## src/rtl/stream_demux_pkg.sv

```systemverilog
// Shared types for the stream demultiplexer: FSM state encoding and the
// width of the dropped-packet counter (STREAM_DEMUX_DROP_EN builds only).
package stream_demux_pkg;

    typedef enum logic [0:0] {
        IDLE = 1'b0,
        PASS = 1'b1
    } demux_state_e;

    localparam int DROP_CNT_W = 16;
    localparam logic [DROP_CNT_W-1:0] DROP_CNT_MAX = '1;

endpackage

```

## src/rtl/stream_demux.sv

```systemverilog
// One-in, NUM_CH-out packet demultiplexer with a single output register stage.
// Define STREAM_DEMUX_DROP_EN to discard out-of-range packets and count them.
module stream_demux
    import stream_demux_pkg::*;
#(
    parameter int DATA_W = 8,
    parameter int NUM_CH = 8,
    parameter int SEL_W  = $clog2(NUM_CH)
) (
    input  logic                     clk,
    input  logic                     rst,
    input  logic [DATA_W-1:0]        s_data,
    input  logic [SEL_W-1:0]         s_sel,
    input  logic                     s_valid,
    input  logic                     s_last,
    output logic                     s_ready,
    output logic [NUM_CH*DATA_W-1:0] m_data,
    output logic [NUM_CH-1:0]        m_valid,
    output logic [NUM_CH-1:0]        m_last,
    input  logic [NUM_CH-1:0]        m_ready,
`ifdef STREAM_DEMUX_DROP_EN
    output logic [DROP_CNT_W-1:0]    drop_cnt,
`endif
    output logic                     busy
);

    localparam logic [SEL_W:0]   CH_LIMIT = (SEL_W+1)'(NUM_CH);
    localparam logic [SEL_W-1:0] CH_MAX   = SEL_W'(NUM_CH - 1);

    demux_state_e      r_state;
    logic [SEL_W-1:0]  r_sel;
    logic [SEL_W-1:0]  r_dest;
    logic [DATA_W-1:0] r_data;
    logic              r_last;
    logic              r_out_valid;

    logic              w_oor;
    logic [SEL_W-1:0]  w_sel_fix;
    logic [SEL_W-1:0]  w_route;
    logic [NUM_CH-1:0] w_dest_oh;
    logic              w_dest_ready;
    logic              w_drop_beat;
    logic              w_in_fire;
    logic              w_load;
    logic              w_first;

    assign w_first   = (r_state == IDLE);
    assign w_oor     = ({1'b0, s_sel} >= CH_LIMIT);
    assign w_sel_fix = w_oor ? CH_MAX : s_sel;
    assign w_route   = w_first ? w_sel_fix : r_sel;

    always_comb begin
        w_dest_oh = '0;
        for (int k = 0; k < NUM_CH; k++) begin
            w_dest_oh[k] = (r_dest == SEL_W'(k));
        end
    end

    assign w_dest_ready = |(w_dest_oh & m_ready);

`ifdef STREAM_DEMUX_DROP_EN
    logic r_drop;

    // Dropped beats bypass the output register, so they never wait on m_ready.
    assign w_drop_beat = w_first ? w_oor : r_drop;

    always_ff @(posedge clk) begin
        if (rst) begin
            r_drop   <= 1'b0;
            drop_cnt <= '0;
        end else if (w_in_fire && w_first) begin
            r_drop <= w_oor;
            if (w_oor && drop_cnt != DROP_CNT_MAX) begin
                drop_cnt <= drop_cnt + 1'b1;
            end
        end
    end
`else
    assign w_drop_beat = 1'b0;
`endif

    assign s_ready   = !rst &&
                       (w_drop_beat || !r_out_valid || w_dest_ready);
    assign w_in_fire = s_valid && s_ready;
    assign w_load    = w_in_fire && !w_drop_beat;

    always_ff @(posedge clk) begin
        if (rst) begin
            r_state <= IDLE;
            r_sel   <= '0;
        end else if (w_in_fire) begin
            unique case (r_state)
                IDLE: begin
                    r_sel   <= w_sel_fix;
                    r_state <= s_last ? IDLE : PASS;
                end
                PASS: begin
                    if (s_last) begin
                        r_state <= IDLE;
                    end
                end
                default: r_state <= IDLE;
            endcase
        end
    end

    // A load while draining replaces the register in the same cycle.
    always_ff @(posedge clk) begin
        if (rst) begin
            r_out_valid <= 1'b0;
            r_data      <= '0;
            r_last      <= 1'b0;
            r_dest      <= '0;
        end else if (w_load) begin
            r_out_valid <= 1'b1;
            r_data      <= s_data;
            r_last      <= s_last;
            r_dest      <= w_route;
        end else if (r_out_valid && w_dest_ready) begin
            r_out_valid <= 1'b0;
        end
    end

    always_comb begin
        m_valid = '0;
        m_last  = '0;
        m_data  = '0;
        for (int k = 0; k < NUM_CH; k++) begin
            if (r_out_valid && w_dest_oh[k]) begin
                m_valid[k]                 = 1'b1;
                m_last[k]                  = r_last;
                m_data[k*DATA_W +: DATA_W] = r_data;
            end
        end
    end

    assign busy = (r_state == PASS);

endmodule

```

## config.mk

```make
export PLATFORM = sky130hd
export DESIGN_NAME = stream_demux
export DESIGN_NICKNAME = d
export VERILOG_FILES = /design/src/rtl/stream_demux_pkg.sv /design/src/rtl/stream_demux.sv
export SDC_FILE = /design/constraint.sdc
export NUM_CORES = 1
export LEC_CHECK = 0
export CAP_MARGIN = 20
export CORE_MARGIN = 2
export CORE_UTILIZATION = 36
export CTS_CLUSTER_DIAMETER = 150
export DETAILED_ROUTE_END_ITERATION = 6
export PLACE_DENSITY = 0.95
export SKIP_CTS_REPAIR_TIMING = 1
export SLEW_MARGIN = 30
export SYNTH_ARGS = -nofsm -noshare
export SYNTH_HDL_FRONTEND = slang
export SYNTH_SLANG_ARGS = --single-unit
```

## constraint.sdc

```tcl
create_clock -name clk -period 4 [get_ports clk]
set_input_delay 1 -clock clk [delete_from_list [all_inputs] [get_ports clk]]
set_output_delay 1 -clock clk [all_outputs]
set_load 0.02 [all_outputs]
```

==> flow_summary_export.csv <==
group,metric,value,unit
yosys,yosysUniqueCellTypes,25,
placement,dp_slack,0.120,ns
yosys,ys_async_sr_fraction,0,
global_routing,grt_pass1_vias,1328,
setup_path,r2r_slack,1.86,ns
placement,place.gp.congestion,0.731,
setup_path,arrival,2.88,ns
timing,layout_setup_ws,0.116,ns
die,dieHeight,64.5,µm
timing,final-setup-viol-count,0,
yosys,synthTopCellsByCount,"and2_1 (72), nand2b_1 (27), dfxtp_1 (14), mux2i_1 (13), nor2_1 (8)",
final_layout,final_nets,291,
worst_hold_path,hold_path_depth,2,
setup_path,reg2reg_depth,4,
yosys,synth_top_cell_area_share,0.342,
timing,tns,0,ns
die,initial_core_util,0.386,
route,wl,4.28,mm
route,first_pass_iters,4,
clock_tree,cts_made_buffers,3,
die,dieWidth,64.5,µm
die,core-area,0.00342,mm²
clock_tree,clk_pin_slew,0.08,ns
yosys,synth.most_common_cell,"and2_1",
global_routing,track_usage,0.208,
timing,grt_setup_unrepaired,"no",
yosys,ys_seq_area_frac,0.213,
setup_path,start_kind,"input pin",
global_routing,antenna_found_initial,0,
yosys,synth_edf_count,0,
clock_tree,root_buffer,"clkbuf_4",
setup_path,reg2reg_from,"r_dest[0]",
yosys,yosys.area_share.simple,0.549,
run_status,status,"complete, no violations",
pwr,power_density,167,mW/mm²
die,ios,105,
placement,dp_hpwl,3.44,mm
setup_path,cp_max_fo,3,
final_layout,multiInputGateArea,988,µm²
worst_hold_path,worstHoldStart,"r_last",
die,rows,21,
route,drtIter0Drc,37,
setup_path,r2r_end,"busy",
worst_hold_path,min_to,"r_last",
yosys,syn_area,0.00132,mm²
global_routing,grt_pass1_wl,6.84,mm
timing,fmax,257,MHz
final_layout,drive_above_1_share,0.0489,
yosys,syn-num-nets,187,
final_layout,fill_cells,284,
clock_tree,clock_latency,0.28,ns
yosys,syn_area_per_cell,8.03,µm²
die,die_area,0.00416,mm²
global_routing,grt_max_degree,28,
route,wl_per_cell,13.7,µm
yosys,netlist_instances,164,
timing,skew,0.00175,ns
yosys,synth_top_family_by_area,"simple AND/OR/NAND/NOR gates",
clock_tree,cts_num_sinks,14,
yosys,synth_area_leader_cell,"and2_1",
yosys,yosys_warnings,0,
final_layout,n_antenna_cell,0,
pwr,vdd.ir_drop.worst,0.177,mV
setup_path,crit_type,"in2out",
final_layout,ff_latch_area,280,µm²
timing,slew_headroom,0.532,
yosys,synthTopCellsByArea,"and2_1 (34%), dfxtp_1 (21%), nand2b_1 (13%)",
pwr,leakagePower,0.928,nW
route,via_per_inst,4.68,
timing,hold_ws,0.563,ns
yosys,synth-main-ff-cell,"dfxtp_1",
worst_hold_path,hp-class,"reg2reg",
route,ant_nets,0,
timing,fin_crit,3.88,ns
yosys,yosys.area_share.adder,0,
clock_tree,cts_tree,"yes",
setup_path,crit_required,3.00,ns
global_routing,grt.overflow.total,0,
job,drv_cap,0,
timing,timing.final.crit_share,0.971,
setup_path,setup.worst_path.end_class,"output pin",
yosys,synth_seq_cells,14,
timing,hold_viol,0,
timing,tightest_slew,0.702,ns
yosys,synth-compound-area-share,0.0798,
yosys,synth-xor-area-share,0,
timing,maxSlewViolCount,0,
placement,port_buffers,104,
yosys,synth.area.mux_share,0.122,
final_layout,area_growth,83.4,%
clock_tree,clockBufferDepth,2,
clock_tree,ctsHtreeMaxLevel,1,
route,vias,1461,
route,post-route-drc-count,0,
==> placed cells by master (no fill, tap or decap), types with 2 or more instances in the layout <==
master / count
clkdlybuf4s50_1: 104
and2_1: 72
nand2b_1: 27
dfxtp_1: 14
mux2i_1: 13
nor2_1: 8
inv_1: 3
clkbuf_4: 3
nand2_1: 2
nor3_1: 2
and3b_1: 2
mux2_4: 2
buf_4: 2
==> sequential cells by signal (all words and copies together) (netlist names) <==
register	count
r_data	8
r_dest	3
busy	1
r_last	1
r_out_valid	1
==> metrics by stage <==
step / area, µm² / std cells / power, mW / util
6_report: 2420 / 312 / 0.403 / 0.707
5_1_grt: 2420 / 312 / 0.425 / 0.707
3_3_place_gp: 2390 / 309 / 0.324 / 0.701
3_5_place_dp: 2390 / 309 / 0.328 / 0.701
4_1_cts: 2420 / 312 / 0.406 / 0.707
2_1_floorplan: 1320 / 164 / 0.267 / -
==> final cells by class <==
class                           instances  share of cell area
Tap cell                               46              0.0238
Sequential cell                        14               0.116
Multi-Input combinational cell        140               0.409
Timing Repair Buffer                  106               0.437
Clock buffer                            3             0.00932
Inverter                                3             0.00466
==> routing by layer <==
metal  up-vias  GRT usage  wire [µm]
met5         -          0          0
met4         0      0.101        151
met3        14     0.0434        338
met2        70      0.371       2060
met1       646      0.235       1730
li1        731          -          -
==> cells by family (layout without fill, tap and decap cells) <==
group / Yosys count / after routing
AOI/OAI and AO/OA: 8 / 8
muxes: 15 / 15
and+or+nand+nor: 117 / 117
buffers and inverters: 10 / 112
DFF: 14 / 14
==> critical path, cell delays in order <==
cell and delay, ns:
clkdlybuf4s50_1 0.42, mux2_4 0.29, a311oi_4 0.36, o21ai_1 0.13, nor2b_1 0.15, clkdlybuf4s50_1 0.53
==> worst max-delay path by stage <==
stage	startpoint	slack, ns	endpoint	cells after the start
3_5_place_dp	m_ready[6]	0.12	s_ready	6
4_1_cts	m_ready[6]	0.11	s_ready	6
2_1_floorplan	m_ready[6]	1.07	s_ready	4
3_3_place_gp	m_ready[6]	0.18	s_ready	6
5_1_grt	m_ready[6]	0.06	s_ready	6
6_report	m_ready[6]	0.12	s_ready	6
==> where the power goes <==
| part | switching (mW) | internal [mW] |
|---|---|---|
| sequential | 0.0317 | 0.154 |
| clock | 0.0434 | 0.0349 |
| combinational | 0.0613 | 0.0779 |
No activity file was read; power rests on OpenSTA's default activity.
